<file path="src/rtl/mt_pkg.sv">
// Shared types and constants for the MT frame controller.
// Optional FMT validation is enabled by defining MTFC_FMT_CHECK_EN.
package mt_pkg;

    localparam logic [3:0] FMT_CORE_DUMP = 4'o0;
    localparam logic [3:0] FMT_NORMAL    = 4'o3;

    localparam logic [2:0] FPW_CORE_DUMP = 3'd5;
    localparam logic [2:0] FPW_NORMAL    = 3'd4;

    typedef enum logic [1:0] {
        ST_IDLE,
        ST_RUN,
        ST_EMIT,
        ST_DONE
    } mt_state_e;

    // Unknown formats fall back to core-dump framing.
    function automatic logic [2:0] fmt_fpw(input logic [3:0] fmt);
        return (fmt == FMT_NORMAL) ? FPW_NORMAL : FPW_CORE_DUMP;
    endfunction

    function automatic logic fmt_ok(input logic [3:0] fmt);
        return (fmt == FMT_CORE_DUMP) || (fmt == FMT_NORMAL);
    endfunction

endpackage

</file>
<file path="src/rtl/mt_frame_gen.sv">
// N-frame strobe generator: counts down the frames left in one word.
// done flags the last frame of the word.
module mt_frame_gen
    import mt_pkg::*;
(
    input  logic       clk,
    input  logic       rst,
    input  logic       load,
    input  logic [2:0] n,
    input  logic       count,
    input  logic       abort,
    output logic       done
);

    logic [2:0] cnt_q;
    logic [2:0] cnt_d;

    always_comb begin
        cnt_d = cnt_q;
        if (abort) begin
            cnt_d = 3'd0;
        end else if (load) begin
            cnt_d = n;
        end else if (count && (cnt_q != 3'd0)) begin
            cnt_d = cnt_q - 3'd1;
        end
    end

    always_ff @(posedge clk or negedge rst) begin
        if (!rst) begin
            cnt_q <= 3'd0;
        end else begin
            cnt_q <= cnt_d;
        end
    end

    assign done = (cnt_q == 3'd1);

endmodule

</file>
<file path="src/rtl/mt_frame_ctrl.sv">
// Tape frame controller: FC register, transfer FSM and frame strobes.
// Define MTFC_FMT_CHECK_EN to reject mtGO with an unsupported FMT.
module mt_frame_ctrl
    import mt_pkg::*;
(
    input  logic        clk,
    input  logic        rst,
    input  logic        mtINIT,
    input  logic [35:0] mtDATAI,
    input  logic        mtWRFC,
    input  logic [15:0] mtTC,
    input  logic        mtGO,
    input  logic        mtWORD,
    output logic        mtWORDRDY,
    output logic        mtFRAME,
    output logic [15:0] mtFC,
    output logic        mtSETFCS,
    output logic        mtCLRFCS,
    output logic        mtBUSY,
    output logic        mtPGE
);

    mt_state_e   state_q, state_d;
    logic [15:0] fc_q, fc_d;
    logic        pge_q, pge_d;
    logic [2:0]  n_q, n_d;
    logic        setfcs_q, setfcs_d;
    logic        clrfcs_q, clrfcs_d;

    logic        gen_load;
    logic        gen_count;
    logic        gen_abort;
    logic        gen_done;
    logic        busy;
    logic [3:0]  fmt;
    logic        unused_bits;

    assign fmt         = mtTC[7:4];
    assign busy        = (state_q != ST_IDLE);
    assign unused_bits = ^{mtDATAI[35:16], mtTC[15:8], mtTC[3:0]};

    always_comb begin
        state_d   = state_q;
        fc_d      = fc_q;
        pge_d     = pge_q;
        n_d       = n_q;
        setfcs_d  = 1'b0;
        clrfcs_d  = 1'b0;
        gen_load  = 1'b0;
        gen_count = 1'b0;
        gen_abort = 1'b0;

        if (mtINIT) begin
            state_d   = ST_IDLE;
            fc_d      = 16'd0;
            pge_d     = 1'b0;
            gen_abort = 1'b1;
            clrfcs_d  = (state_q == ST_RUN) || (state_q == ST_EMIT);
        end else begin
            if (busy && (mtWRFC || mtGO)) begin
                pge_d = 1'b1;
            end
            unique case (state_q)
                ST_IDLE: begin
                    if (mtWRFC) begin
                        fc_d     = mtDATAI[15:0];
                        pge_d    = 1'b0;
                        setfcs_d = |mtDATAI[15:0];
                    end else if (mtGO) begin
`ifdef MTFC_FMT_CHECK_EN
                        if (fmt_ok(fmt)) begin
                            state_d = ST_RUN;
                        end else begin
                            pge_d = 1'b1;
                        end
`else
                        state_d = ST_RUN;
`endif
                    end
                end
                ST_RUN: begin
                    if (mtWORD) begin
                        n_d      = fmt_fpw(fmt);
                        gen_load = 1'b1;
                        state_d  = ST_EMIT;
                    end
                end
                ST_EMIT: begin
                    gen_count = 1'b1;
                    fc_d      = fc_q + 16'd1;
                    // Count exhausted: drop the rest of this word.
                    if (fc_q == 16'hFFFF) begin
                        state_d   = ST_DONE;
                        clrfcs_d  = 1'b1;
                        gen_abort = 1'b1;
                    end else if (gen_done) begin
                        state_d = ST_RUN;
                    end
                end
                ST_DONE: begin
                    state_d = ST_IDLE;
                end
                default: begin
                    state_d = ST_IDLE;
                end
            endcase
        end
    end

    always_ff @(posedge clk or negedge rst) begin
        if (!rst) begin
            state_q  <= ST_IDLE;
            fc_q     <= 16'd0;
            pge_q    <= 1'b0;
            n_q      <= FPW_CORE_DUMP;
            setfcs_q <= 1'b0;
            clrfcs_q <= 1'b0;
        end else begin
            state_q  <= state_d;
            fc_q     <= fc_d;
            pge_q    <= pge_d;
            n_q      <= n_d;
            setfcs_q <= setfcs_d;
            clrfcs_q <= clrfcs_d;
        end
    end

    mt_frame_gen u_gen (
        .clk   (clk),
        .rst   (rst),
        .load  (gen_load),
        .n     (n_d),
        .count (gen_count),
        .abort (gen_abort),
        .done  (gen_done)
    );

    assign mtWORDRDY = (state_q == ST_RUN);
    assign mtFRAME   = (state_q == ST_EMIT);
    assign mtFC      = fc_q;
    assign mtSETFCS  = setfcs_q;
    assign mtCLRFCS  = clrfcs_q;
    assign mtBUSY    = busy;
    assign mtPGE     = pge_q;

endmodule

</file>
<file path="config.mk">
export PLATFORM = sky130hd
export DESIGN_NAME = mt_frame_ctrl
export DESIGN_NICKNAME = d
export VERILOG_FILES = /design/src/rtl/mt_pkg.sv /design/src/rtl/mt_frame_gen.sv /design/src/rtl/mt_frame_ctrl.sv
export SDC_FILE = /design/constraint.sdc
export NUM_CORES = 1
export LEC_CHECK = 0
export ABC_AREA = 1
export CAP_MARGIN = 10
export CORE_UTILIZATION = 42
export DETAILED_ROUTE_END_ITERATION = 10
export GPL_ROUTABILITY_DRIVEN = 1
export GPL_TIMING_DRIVEN = 0
export PLACE_DENSITY_LB_ADDON = 0.05
export SLEW_MARGIN = 20
export SYNTH_ARGS = -nofsm -noshare
export SYNTH_HDL_FRONTEND = slang
export SYNTH_SLANG_ARGS = --single-unit
export TNS_END_PERCENT = 5
</file>
<file path="constraint.sdc">
create_clock -name clk -period 1.9 [get_ports clk]
set_clock_uncertainty 0.15 [all_clocks]
set_input_delay 0.38 -clock clk [delete_from_list [all_inputs] [get_ports clk]]
set_output_delay 0.38 -clock clk [all_outputs]
set_load 0.05 [all_outputs]
</file>
==> flow_metrics.py, run 1 <==
metrics = {
    "outcome": {
        "outcome": "completed",
    },
    "drt": {
        "ant_nets": 0,
        "route.detailed.drc": 0,
        "drt_wl_total_mm": 4.564,
        "wl_per_cell_um": 13.00,
        "drtPass1Iterations": 4,
        "viasPerCell": 5.091,
        "num_vias": 1787,
        "drt_iter0_drc": 64,
    },
    "die": {
        "dieArea_sq_um": 4454,
        "fp.coreArea_sq_um": 4000,
        "die_h_um": 66.74,
        "rows": 23,
        "num_io_pins": 80,
        "initial_utilization_pct": 44.01,
        "die_x_um": 66.74,
    },
    "cts": {
        "cts_htree_levels": 1,
        "path_clk_slew_ns": 0.09,
        "numCtsBuffers": 3,
        "clk_path_buf_depth": 2,
        "tritoncts": "built",
        "cts_root_buf": "clkbuf_8",
        "clk_latency_ns": 0.28,
        "cts.sinks": 24,
    },
    "synth": {
        "synth_nets": 310,
        "synth.yosys.seq_area_share_pct": 34.12,
        "synthTopCellsByArea": "dfrtp_1 (34%), nand2_1 (13%), inv_1 (6.2%), nand3_1 (5.1%), ha_1 (5.0%)",
        "synth_top_area_share_pct": 34.12,
        "ys_seq_elements": 24,
        "syn_inst": 245,
        "avgSynthCellArea_sq_um": 7.185,
        "synth_cell_types": 32,
        "yosys_warnings": 0,
        "synth_area_sq_um": 1760,
        "yosysTopAreaCell": "dfrtp_1",
    },
    "timing": {
        "holdWs_ns": 0.3874,
        "setup_violations": 0,
        "finalMaxSlewViolations": 0,
        "relSlewSlack_pct": 62.13,
        "hold_violations": 0,
        "worst_pin_slew_ns": 0.5681,
        "post-route-min-period_ns": 1.850,
        "fmax_mhz": 540.4,
        "post-route-period-util_pct": 97.39,
    },
    "power": {
        "irDropWorstVdd_v": 0.0007699,
        "p_switching_mw": 1.558,
        "p_clk_share_pct": 12.4,
        "switching_share_pct": 52.89,
        "comb_power_share_pct": 58.7,
        "power.density_nw_per_um2": 1237,
        "p_seq_share_pct": 28.9,
        "total_power_mw": 2.945,
        "p_int_mw": 1.387,
        "leakage_nw": 1.122,
    },
    "cells_and_area": {
        "seq_area_sq_um": 600.6,
        "nFillCells": 413,
        "fin_nets": 367,
        "fin_cells": 351,
        "drive_gt1_share_pct": 13.95,
        "syn_to_final_growth_pct": 35.25,
        "final_cell_mix": "nand2_1 (62), inv_1 (28), clkdlybuf4s50_1 (24), dfrtp_1 (24), dlygate4sd2_1 (19)",
        "utilization_pct": 59.52,
        "multi_input_area_sq_um": 1036,
        "antennaDiodeCount": 0,
        "final_common_cell": "nand2_1",
    },
    "critical_path": {
        "ff2ff_path_depth": 7,
        "r2r_start": "state_q[0]",
        "setup.worst_path.end": "mtFC[2]",
        "startpoint": "mtFC[2]",
        "worstPathCellList": "dlygate4sd2_1",
        "rr_endpoint": "mtFC[4]",
        "crit_path_end_kind": "output port",
        "cp.buffers_inverters": 1,
        "worstPathMaxFanout": 6,
        "critical_path.max_stage_delay_ns": 0.57,
        "cp.arrival_ns": 1.32,
        "critical_path.top_delay_family": "buffers and inverters",
        "path_depth": 1,
        "start_kind": "flip-flop",
        "critPathRequiredTime_ns": 1.37,
        "reg2reg_slack_ns": 0.13,
        "path_class": "reg -> out",
        "cp_slowest_cell": "dlygate4sd2_1",
    },
    "placed_design": {
        "placedCellCount": 342,
        "io_buffers": 47,
        "hpwl_mm": 3.480,
        "place_congestion": 0.9331,
    },
    "grt": {
        "grt_use_total_pct": 23.37,
        "antenna_found_initial": 0,
        "grt_overflow_total": 0,
        "grt_pass1_vias": 1656,
        "grt_pass1_wl_mm": 7.755,
        "grt_max_degree": 25,
    },
    "min_path": {
        "hp-class": "reg -> reg",
    },
    "flow_run": {
        "drv_cap": 0,
    },
}
## power groups by stage
stage | clock, mW | sequential (mW) | combinational, mW
after detailed placement | 0 | 0.865 | 1.74
after global routing | 0.395 | 0.879 | 1.88
final | 0.365 | 0.853 | 1.73
after global placement | 0 | 0.867 | 1.74
after floorplan | 0 | 1.28 | 0.758
after CTS | 0.371 | 0.851 | 1.64
## repair_timing
action,4_1_cts,5_1_grt
pin swaps,0,1
endpoints found under the hold margin,24,0
gates resized for setup,33,11
setup buffers,0,4
hold buffers,1,0
endpoints found under the setup margin,28,15
## per-layer routing
metal	track usage, %	routed length (um)	part of all wire (%)	up-vias
li1	-	-	-	918
met1	30.98	2112	46	815
met2	38.64	2148	47	47
met3	4.452	248	5.4	7
met4	5.851	54	1.2	0
met5	0	0	0	-
## cells in the mapped netlist
| cell | count |
|---|---|
| nand2_1 | 62 |
| inv_1 | 29 |
| dfrtp_1 | 24 |
| nand3_1 | 18 |
| nor2_1 | 18 |
| o21ai_0 | 14 |
| nand4_1 | 9 |
| o21ai_1 | 8 |
| a21oi_1 | 7 |
| ha_1 | 7 |
| a21oi_2 | 6 |
| xor2_1 | 5 |
| nand2_2 | 4 |
| nor2_2 | 4 |
| inv_2 | 3 |
| nor2_4 | 3 |
| buf_2 | 2 |
| mux2i_1 | 2 |
| nand2_4 | 2 |
| nor3_1 | 2 |
| nor4_1 | 2 |
| o2111ai_1 | 2 |
| o211ai_1 | 2 |
| xnor2_1 | 2 |
| a31oi_1 | 1 |
| and2_1 | 1 |
| and3_1 | 1 |
| buf_6 | 1 |
| clkbuf_1 | 1 |
| clkinv_1 | 1 |
| nand3_2 | 1 |
| nand3b_1 | 1 |
## layout make-up
class                           count  share of cell area [%]
Tap cell                           50                   2.627
Sequential cell                    24                   25.22
Timing Repair Buffer               52                   19.81
Buffer                              4                   1.051
Multi-Input combinational cell    184                   43.51
Clock buffer                        4                   2.312
Inverter                           33                   5.465
## state kept, by name, summed over array words and instances, names as in the netlist
name	count
mtPGE	1
u_gen.cnt_q	3
mtSETFCS	1
state_q	2
mtCLRFCS	1
mtFC	16
## worst min path at each step
stage          cells after the start          to        from
2_1_floorplan                      0    mtCLRFCS         rst
3_3_place_gp                       2       mtPGE       mtPGE
3_5_place_dp                       1    mtSETFCS         rst
4_1_cts                            2  state_q[0]  state_q[0]
5_1_grt                            2       mtPGE       mtPGE
6_report                           2       mtPGE       mtPGE
## cell families (layout without fill, tap and decap cells)
group	Yosys count	count (layout)	share of synthesized area (%)
xor gates and xnor gates	7	7	3.483
AOI/OAI and AO/OA	40	40	13.43
buffers and inverters	37	93	8.457
and+or+nand+nor	128	128	34.40
DFF	24	24	34.12
muxes	2	2	1.137
adders and majority gates	7	7	4.975
## metrics by stage
| stage | area, sq um | setup WS, ns | setup TNS (ns) |
|---|---|---|---|
| 6_report | 2381 | 0.04950 | 0 |
| 5_1_grt | 2381 | -0.009617 | -0.01812 |
| 4_1_cts | 2325 | -0.1048 | -0.1048 |
| 3_5_place_dp | 2291 | -0.2438 | -1.907 |
| 3_3_place_gp | 2296 | -0.2355 | -2.917 |
| 2_1_floorplan | 1763 | -0.01287 | -0.01287 |
No activity file was read; power rests on OpenSTA's default activity.
==> run 2, diff against run 1 <==
--- a/config.mk
+++ b/config.mk
@@ -11,6 +11,7 @@
 export DETAILED_ROUTE_END_ITERATION = 10
 export GPL_ROUTABILITY_DRIVEN = 1
 export GPL_TIMING_DRIVEN = 0
+export MAX_ROUTING_LAYER = met4
 export PLACE_DENSITY_LB_ADDON = 0.05
 export SLEW_MARGIN = 20
 export SYNTH_ARGS = -nofsm -noshare
==> flow_metrics.py, run 2 (synthesis results as in run 1) <==
metrics = {
    "drt": {
        "ant_nets": 0,
        "route.detailed.drc": 0,
        "drtPass1Iterations": 4,
        "drt_iter0_drc": 114,
        "wl_per_cell_um": 13.59,
        "drt_wl_total_mm": 4.702,
        "num_vias": 1804,
        "viasPerCell": 5.214,
    },
    "cts": {
        "cts_htree_levels": 1,
        "cts.sinks": 24,
        "tritoncts": "built",
        "path_clk_slew_ns": 0.09,
        "clk_path_buf_depth": 2,
        "postCtsSetupBuffers": 0,
        "cts_root_buf": "clkbuf_8",
        "clk_latency_ns": 0.27,
        "numCtsBuffers": 3,
    },
    "critical_path": {
        "path_common_cell": "inv_1",
        "cp.arrival_ns": 1.31,
        "start_kind": "flip-flop",
        "critPathRequiredTime_ns": 1.37,
        "critical_path.max_stage_delay_ns": 0.44,
        "path_class": "reg -> out",
        "cp_slowest_cell": "dfrtp_1",
        "worstPathCellList": "inv_1 -> ha_2 -> inv_1 -> clkbuf_4",
        "worstPathMaxFanout": 4,
        "crit_path_end_kind": "output port",
    },
    "timing": {
        "fmax_mhz": 543.7,
        "finalMaxSlewViolations": 0,
        "post-route-min-period_ns": 1.839,
        "worst_pin_slew_ns": 0.5885,
        "post-route-period-util_pct": 96.80,
        "relSlewSlack_pct": 60.77,
        "hold_violations": 0,
        "rsz0062_at_grt": "true",
        "setup_violations": 0,
        "holdWs_ns": 0.3840,
    },
    "cells_and_area": {
        "largest_register_ffs": 16,
        "utilization_pct": 58.59,
        "final_cell_mix": "nand2_1 (62), inv_1 (27), clkdlybuf4s50_1 (24), dfrtp_1 (24)",
        "nFillCells": 415,
        "final_common_cell": "nand2_1",
        "antennaDiodeCount": 0,
        "syn_to_final_growth_pct": 33.12,
        "fin_nets": 363,
        "drive_gt1_share_pct": 13.51,
    },
    "grt": {
        "grt_max_degree": 25,
        "grt_overflow_total": 0,
        "grt_pass1_vias": 1714,
        "grt_pass1_wl_mm": 7.900,
        "grt_use_total_pct": 24.32,
        "antenna_found_initial": 0,
    },
    "power": {
        "power.density_nw_per_um2": 1218,
        "switching_share_pct": 54.34,
        "leakage_nw": 1.093,
        "p_int_mw": 1.303,
        "comb_power_share_pct": 58.8,
        "total_power_mw": 2.854,
        "p_clk_share_pct": 11.1,
        "p_seq_share_pct": 30.1,
        "irDropWorstVdd_v": 0.0008901,
        "p_switching_mw": 1.551,
    },
    "placed_design": {
        "hpwl_mm": 3.561,
        "io_buffers": 47,
        "place_congestion": 0.8790,
    },
    "die": {
        "num_io_pins": 80,
        "die_x_um": 66.74,
        "fp.coreArea_sq_um": 4000,
        "initial_utilization_pct": 44.01,
        "die_h_um": 66.74,
        "rows": 23,
        "dieArea_sq_um": 4454,
    },
    "outcome": {
        "outcome": "completed",
    },
    "flow_run": {
        "drv_cap": 0,
    },
    "min_path": {
        "hp-class": "reg -> reg",
    },
}
-- run 2: cell types whose count changed in the layout (fill, tap and decap cells not counted), moves of 2 or more --
cell | before | now
a21oi_1 | 7 | 5
a21oi_2 | 6 | 8
buf_4 | 5 | 0
clkbuf_4 | 1 | 3
-- run 2: final timing paths --
kind | from | end | slack (ns) | cells after the start
worst min-delay path | mtPGE | mtPGE | 0.38 | 2
max in group asynchronous | rst | mtFC[8] | 0.73 | 2
worst max register to register | state_q[1] | mtFC[12] | 0.13 | 10
worst min register to register | mtPGE | mtPGE | 0.38 | 2
worst max-delay path | state_q[1] | mtBUSY | 0.06 | 4
min in group asynchronous | rst | mtFC[4] | 0.48 | 2
-- run 2: layout make-up --
cell class	count	area, sq um	share of cell area [%]
Inverter	33	130.1	5.553
Clock buffer	3	41.29	1.762
Tap cell	50	62.56	2.670
Sequential cell	24	600.6	25.63
Multi-Input combinational cell	184	1039	44.31
Timing Repair Buffer	48	442.9	18.90
Buffer	4	27.53	1.175
-- run 2: layer usage --
layer	vias to the layer above	track usage (%)	share of wire, %
met5	-	-	0
met4	0	5.585	0.91
met3	6	3.425	5.7
met2	57	41.29	48
met1	831	30.45	46
li1	910	-	-
-- run 2: power groups by stage --
stage          Combinational [mW]  Clock [mW]  Sequential (mW)
2_1_floorplan               0.758           0             1.28
3_3_place_gp                 1.74           0            0.867
3_5_place_dp                 1.75           0            0.868
4_1_cts                      1.64       0.326            0.853
5_1_grt                      1.83       0.344            0.886
6_report                     1.68       0.318            0.858
-- run 2: what timing repair did --
item / in CTS / in global routing
pin swaps: 0 / 1
resized for setup: 35 / 13
setup endpoints to repair: 31 / 19
hold buffers: 1 / 0
hold endpoints to repair: 24 / 0
-- run 2: metrics by stage --
stage	TNS [ns]	instances	instance area [sq um]	setup WS, ns
after floorplan	-0.01287	245	1763	-0.01287
final	0	346	2344	0.06075
after global placement	-3.009	342	2296	-0.2344
after detailed placement	-2.228	342	2291	-0.2221
after CTS	-0.009678	346	2305	-0.009678
after global routing	-0.02144	346	2344	-0.01331
-- run 2: critical path: cells and delay by family (launching register included) --
kind / cells / cell delay [ns]
adders and majority gates: 1 / 0.22
DFF: 1 / 0.44
buffers and inverters: 3 / 0.38
